$ cat src/rtl/seq_muldiv_alu_if.sv
// Request/result handshake bundle for seq_muldiv_alu.
// master: the decode side that issues ops and drains results.
// slave:  the ALU.
interface seq_muldiv_alu_if #(
  parameter int unsigned WIDTH = 16
);
  logic             in_valid_i;
  logic             in_ready_o;
  logic [3:0]       op_i;
  logic [WIDTH-1:0] src1_i;
  logic [WIDTH-1:0] src2_i;
  logic             out_valid_o;
  logic             out_ready_i;
  logic [WIDTH-1:0] result_o;
  logic [WIDTH-1:0] result_hi_o;
  logic             zero_o;
  logic             overflow_o;
  logic             div_zero_o;
  logic             illegal_o;

  modport master (
    output in_valid_i, op_i, src1_i, src2_i, out_ready_i,
    input  in_ready_o, out_valid_o, result_o, result_hi_o,
           zero_o, overflow_o, div_zero_o, illegal_o
  );

  modport slave (
    input  in_valid_i, op_i, src1_i, src2_i, out_ready_i,
    output in_ready_o, out_valid_o, result_o, result_hi_o,
           zero_o, overflow_o, div_zero_o, illegal_o
  );
endinterface

$ cat src/rtl/seq_muldiv_alu.sv
// seq_muldiv_alu: handshaked ALU with single-cycle logic/arith ops and
// iterative (one bit per cycle) unsigned multiply and restoring divide.
// Optional feature macro: ALU_SHIFT_EN adds SLL (0011) and SRL (0100);
// without it those opcodes are reported as illegal.
module seq_muldiv_alu #(
  parameter int unsigned WIDTH = 16
) (
  input  logic             clk_i,
  input  logic             rst_i,
  seq_muldiv_alu_if.slave  bus
);

  localparam int unsigned CW = $clog2(WIDTH);

  localparam logic [3:0] OP_AND  = 4'b0000;
  localparam logic [3:0] OP_OR   = 4'b0001;
  localparam logic [3:0] OP_ADD  = 4'b0010;
  localparam logic [3:0] OP_SLL  = 4'b0011;
  localparam logic [3:0] OP_SRL  = 4'b0100;
  localparam logic [3:0] OP_SUB  = 4'b0110;
  localparam logic [3:0] OP_SLT  = 4'b0111;
  localparam logic [3:0] OP_NOR  = 4'b1100;
  localparam logic [3:0] OP_MULU = 4'b1000;
  localparam logic [3:0] OP_DIVU = 4'b1001;

  localparam logic [WIDTH:0] ONE_X = (WIDTH+1)'(1);

  typedef enum logic [1:0] {
    S_IDLE = 2'd0,
    S_BUSY = 2'd1,
    S_DONE = 2'd2
  } state_t;

  state_t           state_q;
  logic [CW-1:0]    cnt_q;
  logic             is_div_q;
  logic [WIDTH-1:0] hi_q;     // MULU accumulator / DIVU partial remainder
  logic [WIDTH-1:0] lo_q;     // MULU multiplier / DIVU dividend->quotient
  logic [WIDTH-1:0] opnd_q;   // MULU multiplicand / DIVU divisor
  logic [WIDTH-1:0] a_q;      // dividend kept for the divide-by-zero result

  logic             in_ready_q;
  logic             out_valid_q;
  logic [WIDTH-1:0] result_q;
  logic [WIDTH-1:0] result_hi_q;
  logic             zero_q;
  logic             overflow_q;
  logic             div_zero_q;
  logic             illegal_q;

  logic [WIDTH-1:0] alu_res;
  logic             alu_ovf;
  logic             alu_ill;
  logic             alu_muldiv;
  logic [WIDTH:0]   add_full;
  logic [WIDTH:0]   sub_full;
  logic             ovf_add;
  logic             ovf_sub;

  logic [WIDTH:0]   mul_sum;
  logic [WIDTH:0]   div_shift;
  logic [WIDTH-1:0] div_diff;
  logic             div_ge;
  logic [WIDTH-1:0] step_hi;
  logic [WIDTH-1:0] step_lo;

  // Single-cycle datapath: result, overflow and opcode classification.
  always_comb begin
    alu_res    = '0;
    alu_ovf    = 1'b0;
    alu_ill    = 1'b0;
    alu_muldiv = 1'b0;
    add_full   = {1'b0, bus.src1_i} + {1'b0, bus.src2_i};
    sub_full   = {1'b0, bus.src1_i} + {1'b0, ~bus.src2_i} + ONE_X;
    // Overflow = carry into MSB xor carry out of MSB.
    ovf_add    = add_full[WIDTH] ^
                 (bus.src1_i[WIDTH-1] ^ bus.src2_i[WIDTH-1] ^ add_full[WIDTH-1]);
    ovf_sub    = sub_full[WIDTH] ^
                 (bus.src1_i[WIDTH-1] ^ ~bus.src2_i[WIDTH-1] ^ sub_full[WIDTH-1]);
    case (bus.op_i)
      OP_AND:  alu_res = bus.src1_i & bus.src2_i;
      OP_OR:   alu_res = bus.src1_i | bus.src2_i;
      OP_NOR:  alu_res = ~(bus.src1_i | bus.src2_i);
      OP_ADD: begin
        alu_res = add_full[WIDTH-1:0];
        alu_ovf = ovf_add;
      end
      OP_SUB: begin
        alu_res = sub_full[WIDTH-1:0];
        alu_ovf = ovf_sub;
      end
      // Sign of the difference, corrected when the subtraction overflowed.
      OP_SLT:  alu_res = WIDTH'(sub_full[WIDTH-1] ^ ovf_sub);
`ifdef ALU_SHIFT_EN
      OP_SLL:  alu_res = bus.src1_i << bus.src2_i[CW-1:0];
      OP_SRL:  alu_res = bus.src1_i >> bus.src2_i[CW-1:0];
`else
      OP_SLL:  alu_ill = 1'b1;
      OP_SRL:  alu_ill = 1'b1;
`endif
      OP_MULU: alu_muldiv = 1'b1;
      OP_DIVU: alu_muldiv = 1'b1;
      default: alu_ill = 1'b1;
    endcase
  end

  // One iteration of shift-add multiply or restoring divide.
  always_comb begin
    mul_sum   = {1'b0, hi_q} + (lo_q[0] ? {1'b0, opnd_q} : '0);
    div_shift = {hi_q, lo_q[WIDTH-1]};
    div_ge    = (div_shift >= {1'b0, opnd_q});
    div_diff  = div_shift[WIDTH-1:0] - opnd_q;
    if (is_div_q) begin
      step_hi = div_ge ? div_diff : div_shift[WIDTH-1:0];
      step_lo = {lo_q[WIDTH-2:0], div_ge};
    end else begin
      step_hi = mul_sum[WIDTH:1];
      step_lo = {mul_sum[0], lo_q[WIDTH-1:1]};
    end
  end

  // Control FSM, iteration registers and registered outputs.
  always_ff @(posedge clk_i) begin
    if (rst_i) begin
      state_q     <= S_IDLE;
      cnt_q       <= '0;
      is_div_q    <= 1'b0;
      hi_q        <= '0;
      lo_q        <= '0;
      opnd_q      <= '0;
      a_q         <= '0;
      in_ready_q  <= 1'b1;
      out_valid_q <= 1'b0;
      result_q    <= '0;
      result_hi_q <= '0;
      zero_q      <= 1'b0;
      overflow_q  <= 1'b0;
      div_zero_q  <= 1'b0;
      illegal_q   <= 1'b0;
    end else begin
      case (state_q)
        S_IDLE: begin
          if (bus.in_valid_i) begin
            cnt_q      <= '0;
            in_ready_q <= 1'b0;
            if (alu_muldiv) begin
              hi_q     <= '0;
              lo_q     <= bus.src1_i;
              opnd_q   <= bus.src2_i;
              a_q      <= bus.src1_i;
              is_div_q <= (bus.op_i == OP_DIVU);
              state_q  <= S_BUSY;
            end else begin
              result_q    <= alu_res;
              result_hi_q <= '0;
              zero_q      <= (alu_res == '0);
              overflow_q  <= alu_ovf;
              div_zero_q  <= 1'b0;
              illegal_q   <= alu_ill;
              out_valid_q <= 1'b1;
              state_q     <= S_DONE;
            end
          end
        end
        S_BUSY: begin
          hi_q  <= step_hi;
          lo_q  <= step_lo;
          cnt_q <= cnt_q + CW'(1);
          if (cnt_q == CW'(WIDTH-1)) begin
            overflow_q  <= 1'b0;
            illegal_q   <= 1'b0;
            out_valid_q <= 1'b1;
            state_q     <= S_DONE;
            if (is_div_q && (opnd_q == '0)) begin
              result_q    <= '1;
              result_hi_q <= a_q;
              zero_q      <= 1'b0;
              div_zero_q  <= 1'b1;
            end else begin
              result_q    <= step_lo;
              result_hi_q <= step_hi;
              zero_q      <= (step_lo == '0);
              div_zero_q  <= 1'b0;
            end
          end
        end
        S_DONE: begin
          if (bus.out_ready_i) begin
            out_valid_q <= 1'b0;
            in_ready_q  <= 1'b1;
            state_q     <= S_IDLE;
          end
        end
        default: begin
          out_valid_q <= 1'b0;
          in_ready_q  <= 1'b1;
          state_q     <= S_IDLE;
        end
      endcase
    end
  end

  assign bus.in_ready_o  = in_ready_q;
  assign bus.out_valid_o = out_valid_q;
  assign bus.result_o    = result_q;
  assign bus.result_hi_o = result_hi_q;
  assign bus.zero_o      = zero_q;
  assign bus.overflow_o  = overflow_q;
  assign bus.div_zero_o  = div_zero_q;
  assign bus.illegal_o   = illegal_q;

endmodule

$ cat src/flat_wrapper.sv
// flat-port wrapper written by rule: the top's interface ports become plain ports
module seq_muldiv_alu_flat 
#(
  parameter int unsigned WIDTH = 16
)
  (clk_i, rst_i, bus_in_valid_i, bus_op_i, bus_src1_i, bus_src2_i, bus_out_ready_i, bus_in_ready_o, bus_out_valid_o, bus_result_o, bus_result_hi_o, bus_zero_o, bus_overflow_o, bus_div_zero_o, bus_illegal_o);
  seq_muldiv_alu_if #(.WIDTH(WIDTH)) bus_i ();
  input  logic clk_i;
  input  logic rst_i;
  input wire logic [$bits(bus_i.in_valid_i)-1:0] bus_in_valid_i;
  input wire logic [$bits(bus_i.op_i)-1:0] bus_op_i;
  input wire logic [$bits(bus_i.src1_i)-1:0] bus_src1_i;
  input wire logic [$bits(bus_i.src2_i)-1:0] bus_src2_i;
  input wire logic [$bits(bus_i.out_ready_i)-1:0] bus_out_ready_i;
  output wire logic [$bits(bus_i.in_ready_o)-1:0] bus_in_ready_o;
  output wire logic [$bits(bus_i.out_valid_o)-1:0] bus_out_valid_o;
  output wire logic [$bits(bus_i.result_o)-1:0] bus_result_o;
  output wire logic [$bits(bus_i.result_hi_o)-1:0] bus_result_hi_o;
  output wire logic [$bits(bus_i.zero_o)-1:0] bus_zero_o;
  output wire logic [$bits(bus_i.overflow_o)-1:0] bus_overflow_o;
  output wire logic [$bits(bus_i.div_zero_o)-1:0] bus_div_zero_o;
  output wire logic [$bits(bus_i.illegal_o)-1:0] bus_illegal_o;
  assign bus_i.in_valid_i = bus_in_valid_i;
  assign bus_i.op_i = bus_op_i;
  assign bus_i.src1_i = bus_src1_i;
  assign bus_i.src2_i = bus_src2_i;
  assign bus_i.out_ready_i = bus_out_ready_i;
  assign bus_in_ready_o = bus_i.in_ready_o;
  assign bus_out_valid_o = bus_i.out_valid_o;
  assign bus_result_o = bus_i.result_o;
  assign bus_result_hi_o = bus_i.result_hi_o;
  assign bus_zero_o = bus_i.zero_o;
  assign bus_overflow_o = bus_i.overflow_o;
  assign bus_div_zero_o = bus_i.div_zero_o;
  assign bus_illegal_o = bus_i.illegal_o;
  seq_muldiv_alu #(.WIDTH(WIDTH)) u_core (.clk_i(clk_i), .rst_i(rst_i), .bus(bus_i));
endmodule
$ cat config.mk
export PLATFORM = sky130hd
export DESIGN_NAME = seq_muldiv_alu_flat
export DESIGN_NICKNAME = d
export VERILOG_FILES = /design/src/rtl/seq_muldiv_alu_if.sv /design/src/rtl/seq_muldiv_alu.sv /design/src/flat_wrapper.sv
export SDC_FILE = /design/constraint.sdc
export NUM_CORES = 1
export LEC_CHECK = 0
export CAP_MARGIN = 10
export CORE_ASPECT_RATIO = 1.4
export CORE_UTILIZATION = 54
export DETAILED_ROUTE_END_ITERATION = 10
export GPL_TIMING_DRIVEN = 0
export MAX_ROUTING_LAYER = met4
export PLACE_DENSITY = 0.74
export SKIP_LAST_GASP = 1
export SLEW_MARGIN = 20
export SYNTH_ARGS = -nofsm -noshare
export SYNTH_HDL_FRONTEND = slang
export SYNTH_SLANG_ARGS = --single-unit
$ cat constraint.sdc
create_clock -name clk_i -period 3.2 [get_ports clk_i]
set_input_delay 0.32 -clock clk_i [delete_from_list [all_inputs] [get_ports clk_i]]
set_output_delay 0.32 -clock clk_i [all_outputs]
set_load 0.01 [all_outputs]
==> impl_metrics.csv <==
group,metric,value,unit
status,status,"complete, but fails checks",
status,failed_checks,"DRC, setup timing",
yosys,ys_types,77,
power_and_ir_drop,p_leak,4.246,nW
drt,wl_met3,1911,um
power_and_ir_drop,pwr-share-seq,39.2,%
finish,area_growth,17.37,%
finish,layout_common_cells,"156 x nand2_1, 110 x a21oi_1, 105 x dfxtp_1",
yosys,async_reset_ff_share,0,%
timing,worst_pin_slew,957.4,ps
worst_hold_path,min_path_type,"input port to flop",
timing,finalCriticalPeriod,3222,ps
placement,dp_hpwl,26320,um
timing,hold_violations,0,
finish,layout.nets,1430,
setup_path,arrival,3520,ps
global_routing,overflow,0,
finish,diodes,0,
placement,place_area,10090,um^2
worst_hold_path,min_to,"u_core.a_q[0]$_SDFFE_PP0P_",
finish,layout-drive-gt1-share,9.480,%
setup_path,reg2reg_to,"u_core.bus.result_hi_o[14]$_SDFFE_PP0P_",
drt,firstDrtPassIters,8,
setup_path,path_max_fanout,6,
clock_tree,clock_latency,360,ps
clock_tree,clk_path_buf_depth,2,
yosys,syn_nets,1342,
drt,drt_iter0_drc,836,
setup_path,end_kind,"flop",
die,start_util,55.69,%
die,die_x,111.6,um
power_and_ir_drop,finalPower,3.652,mW
setup_path,startpoint_type,"input port",
clock_tree,root_buffer,"clkbuf_16",
finish,final_common_cell,"nand2_1",
power_and_ir_drop,vdd_drop_max,0.2496,mV
yosys,seq_area_frac_synth,24.03,%
placement,port_buffers,76,
setup_path,timing_worst_setup_path_type,"input port to flop",
timing,drv_slew,0,
timing,fin_crit_sh,100.7,%
clock_tree,cts_sinks,109,
drt,wire_per_inst,22.03,um
run,cap_viol_max_count,0,
timing,max_freq,310.4,MHz
power_and_ir_drop,switching_share,33.35,%
power_and_ir_drop,powerDensity,342.6,nW/um^2
drt,vias,9814,
yosys,syn-instance-count,1215,
clock_tree,clk_pin_slew,70,ps
die,die_area,17350,um^2
timing,fin_ws,-22.07,ps
setup_path,r2r_slack,40,ps
power_and_ir_drop,switchingPower,1.218,mW
yosys,yosysWarningCount,0,
clock_tree,cts_hold_buf,0,
yosys,ys.flop_type,"dfxtp_1",
drt,wirelength,33200,um
timing,fin_skew,11.45,ps
finish,design_area,10660,um^2
drt,met2RoutedLength,16620,um
clock_tree,h-tree-depth,3,
die,die_height,155.5,um
worst_hold_path,min_from,"bus_src1_i[0]",
worst_hold_path,min_path_cells,3,
drt,via_per_inst,6.512,
clock_tree,tritoncts,"done",
placement,place.gp.congestion,0.9348,
drt,top_layer,"met4",
global_routing,grt_pass1_vias,9465,
setup_path,r2r_cells,12,
yosys,avgSynthCellArea,7.475,um^2
setup_path,cp.required,3500,ps
clock_tree,cts_buffers,9,
power_and_ir_drop,power.share.combinational,28.6,%
timing,setup_violations,1,
global_routing,antenna_found_initial,0,
global_routing,grt_util_all_layers,39.35,%
global_routing,grt_max_degree,20,
die,num_rows,55,
die,coreArea,16310,um^2
setup_path,regToRegStartpoint,"u_core.opnd_q[4]$_SDFFE_PP0P_",
power_and_ir_drop,power.internal,2.434,mW
global_routing,grt_pass1_wl,51070,um
timing,rsz0062_at_grt,"yes",
yosys,syn-cell-area,9082,um^2
drt,met1_length,12060,um
drt,drc,1,
die,ioPinCount,78,
drt,antenna_left,0,
yosys,ys_ff_latch,109,
power_and_ir_drop,clkPwrFrac,32.2,%
timing,slew_headroom,35.94,%
yosys,synth_edf_count,0,
## Yosys cell counts, drive strengths merged, types with 25 or more instances
| cell type | count | share of area (%) |
|---|---|---|
| nand2 | 156 | 6.4 |
| nor2 | 94 | 3.9 |
| nor3 | 30 | 1.7 |
| ha | 83 | 11 |
| mux2i | 25 | 2.8 |
| o21ai | 73 | 4.0 |
| nand3 | 27 | 1.5 |
| clkbuf | 60 | 2.5 |
| dfxtp | 109 | 24 |
| inv | 67 | 2.8 |
| a22oi | 25 | 2.1 |
| a21oi | 113 | 6.2 |
## power by group through the flow
stage | Sequential, mW | Clock, mW | Combinational (mW)
2_1_floorplan | 1.46 | 0 | 0.615
3_3_place_gp | 1.46 | 0 | 0.971
3_5_place_dp | 1.46 | 0 | 0.975
4_1_cts | 1.43 | 1.17 | 1.00
5_1_grt | 1.43 | 1.23 | 1.12
6_report | 1.43 | 1.18 | 1.05
## how the worst max path moves through the flow
stage                                start                              endpoint  slack [ps]  cells past startpoint
6_report                     bus_src1_i[5]        u_core.bus.zero_o$_SDFFE_PP0P_         -20                     12
3_5_place_dp                 bus_src1_i[0]   u_core.bus.result_o[0]$_SDFFE_PP0P_       -1030                     13
3_3_place_gp                 bus_src1_i[0]   u_core.bus.result_o[0]$_SDFFE_PP0P_       -1020                     13
4_1_cts                      bus_src1_i[2]  u_core.bus.result_o[10]$_SDFFE_PP0P_           1                     14
5_1_grt                      bus_src2_i[3]        u_core.bus.zero_o$_SDFFE_PP0P_        -140                     13
2_1_floorplan  u_core.lo_q[0]$_SDFFE_PP0P_          u_core.hi_q[13]$_SDFFE_PP0P_          80                     11
## worst max-delay path, cell delays in order
cell and delay [ps]:
dlygate4sd2_1 400, inv_1 80, ha_1 380, nor2b_1 80, nor3_1 340, o221a_4 290, mux2i_1 100, a2111o_1 440
nor4_2 330, nand4_1 250, nor4bb_4 310, a41o_1 190
## per-stage QoR
stage / std cells / hold WS (ps) / setup slack (ps) / utilization, % / TNS, ps
6_report: 1507 / 228.1 / -22.07 / 65.36 / -22.07
5_1_grt: 1507 / 248.3 / -141.7 / 65.36 / -257.5
4_1_cts: 1504 / 257.6 / 1.146 / 64.43 / 0
3_5_place_dp: 1490 / 445.4 / -1034 / 61.88 / -14950
3_3_place_gp: 1490 / 438.8 / -1023 / 61.88 / -14140
2_1_floorplan: 1215 / 433.2 / 78.54 / - / 0
## what timing repair did
action	CTS	global route
buffers inserted	2	3
resized for setup	62	52
cloned	0	0
endpoints found under the hold margin	0	0
pin swaps	12	22
setup endpoints to repair	32	32
## cell type report
type	count	area, um^2
Fill cell	1508	5649
Clock inverter	6	73.82
Multi-Input combinational cell	962	6580
Inverter	68	257.7
Clock buffer	10	229.0
Buffer	72	304.0
Tap cell	199	249.0
Sequential cell	109	2190
Timing Repair Buffer	81	777.0
## cell families (layout without fill, tap and decap cells)
group,after synthesis,count (layout),synth area share [%]
AOI/OAI and AO/OA,397,397,29.16
xor gates and xnor gates,31,31,2.989
adders and majority gates,87,87,12.32
buffers and inverters,144,237,6.172
DFF,109,109,24.03
muxes,40,40,4.615
and+or+nand+nor,407,407,20.72
## layer usage
metal	global-route usage, %	vias to the layer above
met1	40.70	4611
met3	3.818	140
met4	29.15	0
met5	-	-
li1	-	4590
met2	69.55	473
## sequential cells by signal (all words and copies together), names as in the netlist
name                    cells
u_core.a_q                 16
u_core.bus.div_zero_o       1
u_core.bus.illegal_o        1
u_core.bus.in_ready_o       1
u_core.bus.out_valid_o      1
u_core.bus.overflow_o       1
u_core.bus.result_hi_o     16
u_core.bus.result_o        16
u_core.bus.zero_o           1
u_core.cnt_q                4
u_core.hi_q                16
u_core.is_div_q             1
u_core.lo_q                16
u_core.opnd_q              16
u_core.state_q              2
Power figures use the tool's default switching activity.
